### config.mk
export PLATFORM = sky130hd
export DESIGN_NAME = game_controller
export DESIGN_NICKNAME = d
export VERILOG_FILES = /design/src/rtl/game_controller.sv
export SDC_FILE = /design/constraint.sdc
export NUM_CORES = 1
export LEC_CHECK = 0
export CAP_MARGIN = 20
export CORE_MARGIN = 2
export CORE_UTILIZATION = 56
export DETAILED_ROUTE_END_ITERATION = 12
export GPL_TIMING_DRIVEN = 0
export PLACE_DENSITY_LB_ADDON = 0.2
export SLEW_MARGIN = 40
export SYNTH_ARGS = -nofsm -noshare
export SYNTH_HDL_FRONTEND = slang
export SYNTH_SLANG_ARGS = --single-unit
### constraint.sdc
create_clock -name vga_clk -period 3.2 [get_ports vga_clk]
set_input_delay 0.96 -clock vga_clk [delete_from_list [all_inputs] [get_ports vga_clk]]
set_output_delay 0.96 -clock vga_clk [all_outputs]
set_load 0.01 [all_outputs]
### src/rtl/game_controller.sv
// game_controller: match FSM for scoring, serve timing and freeze/reset of ball and paddles (optional pause via GAME_CTRL_PAUSE_EN)
module game_controller #(
  parameter int WIN_SCORE    = 5,
  parameter int SERVE_FRAMES = 60,
  parameter int POINT_FRAMES = 90
) (
  input  logic       vga_clk,
  input  logic       rst,
  input  logic       vs_in,
  input  logic       start,
  input  logic       pause,
  input  logic       p1_win,
  input  logic       p2_win,
  output logic       round_rst,
  output logic       done,
  output logic [3:0] p1_score,
  output logic [3:0] p2_score,
  output logic       match_over,
  output logic [1:0] winner,
  output logic       serve_dir,
  output logic [2:0] state
);
  typedef enum logic [2:0] {IDLE, SERVE, PLAY, POINT, GAMEOVER, PAUSED} st_t;
  localparam logic [3:0] WS = 4'(WIN_SCORE);
  localparam logic [7:0] SL = 8'(SERVE_FRAMES - 1);
  localparam logic [7:0] PL = 8'(POINT_FRAMES - 1);
  st_t cur, nxt;
  logic [2:0] start_sh;
  logic [1:0] vs_sh;
  logic [7:0] cnt;
  logic start_p, pause_p, tick, win1, win2, p1_only, p2_only;
  assign start_p = start_sh[1] & ~start_sh[2];
  assign tick    = vs_sh[1] & ~vs_sh[0];
  assign win1    = p1_score == WS;
  assign win2    = p2_score == WS;
  assign p1_only = p1_win & ~p2_win;
  assign p2_only = p2_win & ~p1_win;
  assign state   = cur;
`ifdef GAME_CTRL_PAUSE_EN
  logic [2:0] pause_sh;
  assign pause_p = pause_sh[1] & ~pause_sh[2];
  // pause button synchronizer and edge history
  always_ff @(posedge vga_clk or negedge rst)
    if (!rst) pause_sh <= '0;
    else pause_sh <= {pause_sh[1:0], pause};
`else
  logic unused_pause;
  assign unused_pause = pause;
  assign pause_p = 1'b0;
`endif
  // next-state decode; a scored point beats a simultaneous pause
  always_comb begin
    nxt = cur;
    case (cur)
      IDLE:     nxt = start_p ? SERVE : IDLE;
      SERVE:    nxt = (tick && cnt == SL) ? PLAY : SERVE;
      PLAY:     nxt = (p1_win | p2_win) ? POINT : pause_p ? PAUSED : PLAY;
      POINT:    nxt = (tick && cnt == PL) ? ((win1 | win2) ? GAMEOVER : SERVE) : POINT;
      GAMEOVER: nxt = start_p ? IDLE : GAMEOVER;
      PAUSED:   nxt = pause_p ? PLAY : PAUSED;
      default:  nxt = IDLE;
    endcase
  end
  // state, synchronizers, frame counter, scores and registered outputs
  always_ff @(posedge vga_clk or negedge rst)
    if (!rst) begin
      cur        <= IDLE;
      start_sh   <= '0;
      vs_sh      <= '0;
      cnt        <= '0;
      p1_score   <= '0;
      p2_score   <= '0;
      serve_dir  <= 1'b0;
      round_rst  <= 1'b0;
      done       <= 1'b1;
      match_over <= 1'b0;
      winner     <= 2'b00;
    end else begin
      cur        <= nxt;
      start_sh   <= {start_sh[1:0], start};
      vs_sh      <= {vs_sh[0], vs_in};
      cnt        <= (cur != nxt) ? 8'd0 : (tick && (cur == SERVE || cur == POINT)) ? cnt + 8'd1 : cnt;
      p1_score   <= (cur == IDLE && start_p) ? 4'd0 : (cur == PLAY && p1_only && !win1) ? p1_score + 4'd1 : p1_score;
      p2_score   <= (cur == IDLE && start_p) ? 4'd0 : (cur == PLAY && p2_only && !win2) ? p2_score + 4'd1 : p2_score;
      serve_dir  <= (cur == PLAY && p1_only) ? 1'b1 : (cur == PLAY && p2_only) ? 1'b0 : serve_dir;
      round_rst  <= nxt != IDLE && !(cur == POINT && nxt == SERVE);
      done       <= nxt != PLAY;
      match_over <= nxt == GAMEOVER;
      winner     <= (nxt == GAMEOVER) ? {win2, win1} : 2'b00;
    end
endmodule

==> results of run 1 <==
path summary, 6_finish.rpt:
kind	startpoint	slack, ps	endpoint	cells after the start
worst min register to register	start_sh[0]	360	start_sh[1]	0
worst max register to register	state[0]	1400	cnt[4]	4
worst max-delay path	state[0]	840	state[0]	1
worst min-delay path	start_sh[0]	360	start_sh[1]	0
min in group asynchronous	rst	650	state[2]	1
max in group asynchronous	rst	2120	start_sh[1]	1
report_power, final:
| group | internal, mW | leakage, nW | switching [mW] | total (mW) |
|---|---|---|---|---|
| sequential | 0.424 | 0.383 | 0.0557 | 0.480 |
| combinational | 0.0912 | 0.348 | 0.111 | 0.202 |
| clock | 0.106 | 0.0353 | 0.127 | 0.233 |
worst reg2reg max path, cell delays in order (launching register included):
cell     delay [ps]
dfrtp_1         480
or3b_1          460
o32ai_1         400
a221o_2         290
nor2_1           70
through the flow:
step	hold slack (ps)	instances	util	power [mW]
2_1_floorplan	331.2	138	-	0.6196
3_3_place_gp	334.5	189	0.6969	0.6779
3_5_place_dp	336.2	189	0.6949	0.6873
4_1_cts	356.3	197	0.7188	0.9211
5_1_grt	368.8	197	0.7188	0.9757
6_report	355.1	197	0.7188	0.9153
sequential cells by signal (all words and copies together) (netlist names):
register	count
cnt	8
p1_score	4
p2_score	4
start_sh	3
state	3
vs_sh	2
winner	2
done	1
match_over	1
round_rst	1
serve_dir	1
cells by family after synthesis:
family,Yosys count,share of synthesized area
AO/OA/AOI/OAI,18,0.08368
XOR/XNOR,10,0.05800
adder cells (fa/ha/maj),6,0.04971
buffers and inverters,11,0.03894
flip-flops,30,0.4979
AND/OR/NAND/NOR,63,0.2718
cells in the final DEF (no fill, tap or decap), drive strengths merged, types with 2 or more instances in the layout:
master / netlist / routed
a21oi: 4 / 4
nor4: 5 / 5
dfrtp: 29 / 29
nand3: 8 / 8
or3b: 2 / 2
nand2b: 3 / 3
nor2: 15 / 15
inv: 6 / 6
nand4b: 2 / 2
nand4: 6 / 6
a211oi: 2 / 2
nor3: 2 / 2
xnor2: 3 / 3
or3: 3 / 3
nand4bb: 2 / 2
clkdlybuf4s50: 0 / 20
clkbuf: 1 / 8
o21ai: 5 / 5
xor2: 7 / 7
nor4b: 2 / 2
buf: 4 / 5
ha: 6 / 6
nand3b: 5 / 5
and3: 3 / 3
area by class of cell:
type,count,area [sq um],area share
Sequential cell,30,752.0,0.4148
Multi-Input combinational cell,97,699.4,0.3858
Timing Repair Buffer,21,205.2,0.1132
Clock buffer,7,55.05,0.03037
Tap cell,30,37.54,0.02070
Buffer,5,36.28,0.02001
Inverter,6,22.52,0.01242
Clock inverter,1,5.005,0.002761
routing by layer:
layer  track usage  part of all wire  vias to the layer above
li1              -                 -                      557
met1        0.2625              0.44                      554
met2        0.3418              0.48                       40
met3       0.06744             0.063                        6
met4       0.07823             0.019                        0
met5             0                 0                        -
==> flow_metrics.tcl, run 1 <==
set metrics [dict create \
    status "completed" \
    cts_inserted_buffers 5 \
    cts_max_level 2 \
    ant_nets 0 \
    drive_gt1_frac 0.1317 \
    vias_per_cell 5.873 \
    dieArea_sq_um 3128 \
    gp_congestion 0.8106 \
    hold_class "register to register" \
    drv_slew 0 \
    cp_slowest_cell "clkdlybuf4s50_1" \
    synth_flop_cell "dfrtp_1" \
    criticalPathCategory "register to primary output" \
    remaining_drc_errors 0 \
    grt_pass1_wl_mm 5.112 \
    slew_headroom 0.5651 \
    worstPathRequired_ps 2240 \
    postCtsResizedCells 0 \
    power_leakage_nw 0.7663 \
    synth_enable_flop_cells 0 \
    avgSynthCellArea_sq_um 10.94 \
    dr_total_vias 1157 \
    fin_area_sq_um 1813 \
    tritoncts "done" \
    gr-total-overflow 0 \
    synth_seq_cells 30 \
    drt-initial-drc-count 33 \
    yosysUniqueCellTypes 41 \
    place_hpwl_mm 2.064 \
    crit_family "buffers and inverters" \
    fmax_mhz 423.4 \
    core-area_sq_um 2522 \
    antennaDiodeCount 0 \
    area_delta_synth_final_pct 20.05 \
    post-route-period-util 0.7380 \
    drv_cap 0 \
    avgRoutedWirePerCell_microns 14.52 \
    cp-end-kind "primary output" \
    ys_seq_area_frac 0.4979 \
    yosys-top-cells-count "dfrtp_1, nor2_1, nand3_1" \
    grt_pass1_vias 1138 \
    finalClockSkew_ps 6.952 \
    place_ws_ps 602.3 \
    antenna_found_initial 0 \
    worstPathArrival_ps 1400 \
    holdBufCountCts 0 \
    finalSetupViolCount 0 \
    hold_viol_final 0 \
    clock-root-buffer "clkbuf_4" \
    yosys.cell_count.top_type "dfrtp_1" \
    synthTopCellsByArea "dfrtp_1, ha_1, xor2_1, nor2_1, nand3_1" \
    post_cts_buffers 0 \
    io_pins 24 \
    clock_latency_ps 330 \
    vdd_drop_max_mv 0.4963 \
    track_usage 0.2102 \
    place_area_sq_um 1753 \
    cts.sinks 30 \
    synth_cells 138 \
    drt_first_pass_iters 4 \
    syn-num-nets 151 \
    fp-row-count 18 \
    crit_fanout 8 \
    path_cells "clkdlybuf4s50_1" \
    synth_area_leader_cell "dfrtp_1" \
    finalNetCount 179 \
    rsz0062_at_grt "false" \
    yosys.area.top_type_share 0.4805 \
    tns_ps 0 \
    fillCellCount 214 \
    grt_start_max_net_pins 31 \
    start_kind "register" \
    setup_ws_ps 838.3 \
    max_stage_delay_ps 590 \
    clockBufferDepth 2 \
    period_minus_slack_ps 2362 \
    worst_pin_slew_ps 652.4 \
    power_density_nw_per_um2 504.9 \
    async_flop_share 1.000 \
    yosysWarnings 0 \
    initial_utilization 0.5987 \
    clk_pin_slew_worst_paths_ps 90 \
    chipHeight_microns 55.93 \
    wl_mm 2.861 \
    port_buffers 21 \
    die_x_microns 55.93 \
    cp.buffers_inverters 1 \
    syn_area_sq_um 1510 \
]
No activity file was read; power rests on OpenSTA's default activity.
==> run 2, diff against run 1 <==
--- a/config.mk
+++ b/config.mk
@@ -7,7 +7,7 @@
 export LEC_CHECK = 0
 export CAP_MARGIN = 20
 export CORE_MARGIN = 2
-export CORE_UTILIZATION = 56
+export CORE_UTILIZATION = 47
 export DETAILED_ROUTE_END_ITERATION = 12
 export GPL_TIMING_DRIVEN = 0
 export PLACE_DENSITY_LB_ADDON = 0.2
==> constraint.sdc (replaced) <==
create_clock -name vga_clk -period 2.15 [get_ports vga_clk]
set_input_delay 0.645 -clock vga_clk [delete_from_list [all_inputs] [get_ports vga_clk]]
set_output_delay 0.645 -clock vga_clk [all_outputs]
set_load 0.01 [all_outputs]
==> run 2 against run 1 <==
Effect of this change: global-route usage down 3.8 points; power is 49% higher; sequential power is 50% higher; utilization fell by 12 points; critical path type unchanged; via count fell by 1.1%; clock skew shrank 1.3 ps; sequential cell count did not move; clock power up 46%.
==> flow_metrics.tcl, run 2 (synthesized netlist as in run 1, its figures left out) <==
set metrics [dict create \
    vdd_drop_max_mv 0.4204 \
    track_usage 0.1725 \
    place_hpwl_mm 1.978 \
    finalSetupViolCount 0 \
    finalClockSkew_ps 5.633 \
    post-route-period-util 0.9536 \
    cp-end-kind "primary output" \
    hold_viol_final 0 \
    antenna_found_initial 0 \
    avgRoutedWirePerCell_microns 12.79 \
    remaining_drc_errors 0 \
    grt_pass1_wl_mm 4.533 \
    gr-total-overflow 0 \
    fmax_mhz 487.7 \
    finalNetCount 179 \
    ff2ff_setup_slack_ps 330 \
    slew_headroom 0.5772 \
    fin_area_sq_um 1831 \
    wl_mm 2.698 \
    cts_max_level 2 \
    gp_congestion 0.8000 \
    antennaDiodeCount 0 \
    power_leakage_nw 0.7663 \
    drt_first_pass_iters 4 \
    multi_input_area_sq_um 699.4 \
    area_delta_synth_final_pct 21.21 \
    drv_cap 0 \
    postCtsResizedCells 0 \
    worstPathRequired_ps 1500 \
    clock_latency_ps 330 \
    path_cells "clkdlybuf4s50_1" \
    fp-row-count 20 \
    drive_gt1_frac 0.1317 \
    clockBufferDepth 2 \
    max_flop_register "cnt" \
    place_inst 203 \
    core-area_sq_um 3053 \
    worstPathArrival_ps 1410 \
    dr_total_vias 1144 \
    cp.buffers_inverters 1 \
    clock-root-buffer "clkbuf_4" \
    fillCellCount 266 \
    clk_pin_slew_worst_paths_ps 80 \
    criticalPathCategory "register to primary output" \
    r2r-end "cnt[4]" \
    final_common_cell "dfrtp_1" \
    max_stage_delay_ps 590 \
    worst_pin_slew_ps 625.4 \
    holdBufCountCts 0 \
    power_density_nw_per_um2 742.7 \
    start_kind "register" \
    vias_per_cell 5.422 \
    crit_family "buffers and inverters" \
    cts_inserted_buffers 5 \
    io_pins 24 \
    grt_start_max_net_pins 31 \
    tritoncts "done" \
    largest_reg_flops 8 \
    period_minus_slack_ps 2050 \
    initial_utilization 0.4947 \
    post_cts_buffers 0 \
    worstReg2RegStart "state[0]" \
    fin_util 0.5996 \
    final_cells 211 \
    port_buffers 21 \
    chipHeight_microns 60.69 \
    drv_slew 0 \
    tns_ps 0 \
    largest_registers "cnt (8), p1_score (4), p2_score (4)" \
    ff2ff_path_depth 4 \
    dieArea_sq_um 3683 \
    grt_pass1_vias 988 \
    cts.sinks 30 \
    drt-initial-drc-count 40 \
    ant_nets 0 \
    place_area_sq_um 1770 \
    crit_fanout 8 \
    rsz0062_at_grt "false" \
    status "completed" \
    cp_slowest_cell "clkdlybuf4s50_1" \
    hold_class "primary input to asynchronous set/reset pin" \
    die_x_microns 60.69 \
    final_cell_mix "dfrtp_1, clkdlybuf4s50_1, nor2_1, nand3_1, xor2_1" \
    seqCellArea_sq_um 752.0 \
    total_power_mw 1.360 \
]
==> run 2: cell counts in the layout (fill, tap and decap cells not counted) <==
Identical to the previous run, type by type.
==> run 2: power breakdown <==
part | total [mW] | switching, mW | internal [mW]
Combinational | 0.300 | 0.164 | 0.135
Clock | 0.341 | 0.183 | 0.158
Sequential | 0.719 | 0.0880 | 0.631
Total | 1.36 | 0.435 | 0.924
==> run 2: worst max path at each step <==
stage	slack [ps]	cells past startpoint	to	from
finish	100	1	state[0]	state[0]
global route	50	1	state[0]	state[0]
CTS	100	1	state[0]	state[0]
detailed placement	-90	5	p1_score[0]	p2_win
global placement	-90	5	p1_score[0]	p2_win
floorplan	560	5	cnt[1]	p1_win
==> run 2: layout make-up <==
cell class,count,area share
plain buffers,5,0.01982
clock buffers,7,0.03008
clock inverters,1,0.002734
inverters,6,0.01230
multi-input cells,97,0.3821
flip-flops and latches,30,0.4108
well taps,44,0.03008
repair buffers,21,0.1121
==> run 2: worst reg2reg max path, cell delays in order, from the launching register on <==
cell and delay, ps:
dfrtp_1 470, or3b_1 460, o32ai_1 420, a221o_2 290
nor2_1 70
==> run 2: per-layer routing <==
metal  track usage  wire length, microns  share of wire  vias to the layer above
li1              -                     -              -                      556
met1        0.2334                  1275           0.47                      550
met5             0                     0              0                        -
met3       0.07036                   171          0.063                        6
met4       0.07453                    47          0.017                        0
met2        0.2442                  1203           0.45                       32
==> run 2: through the flow <==
step                hold WS [ps]  setup slack (ps)
floorplan                  331.2             556.1
detailed placement         338.7            -85.33
global placement           337.2            -88.56
global route               362.7             51.12
CTS                        343.4             97.40
finish                     330.7             99.67
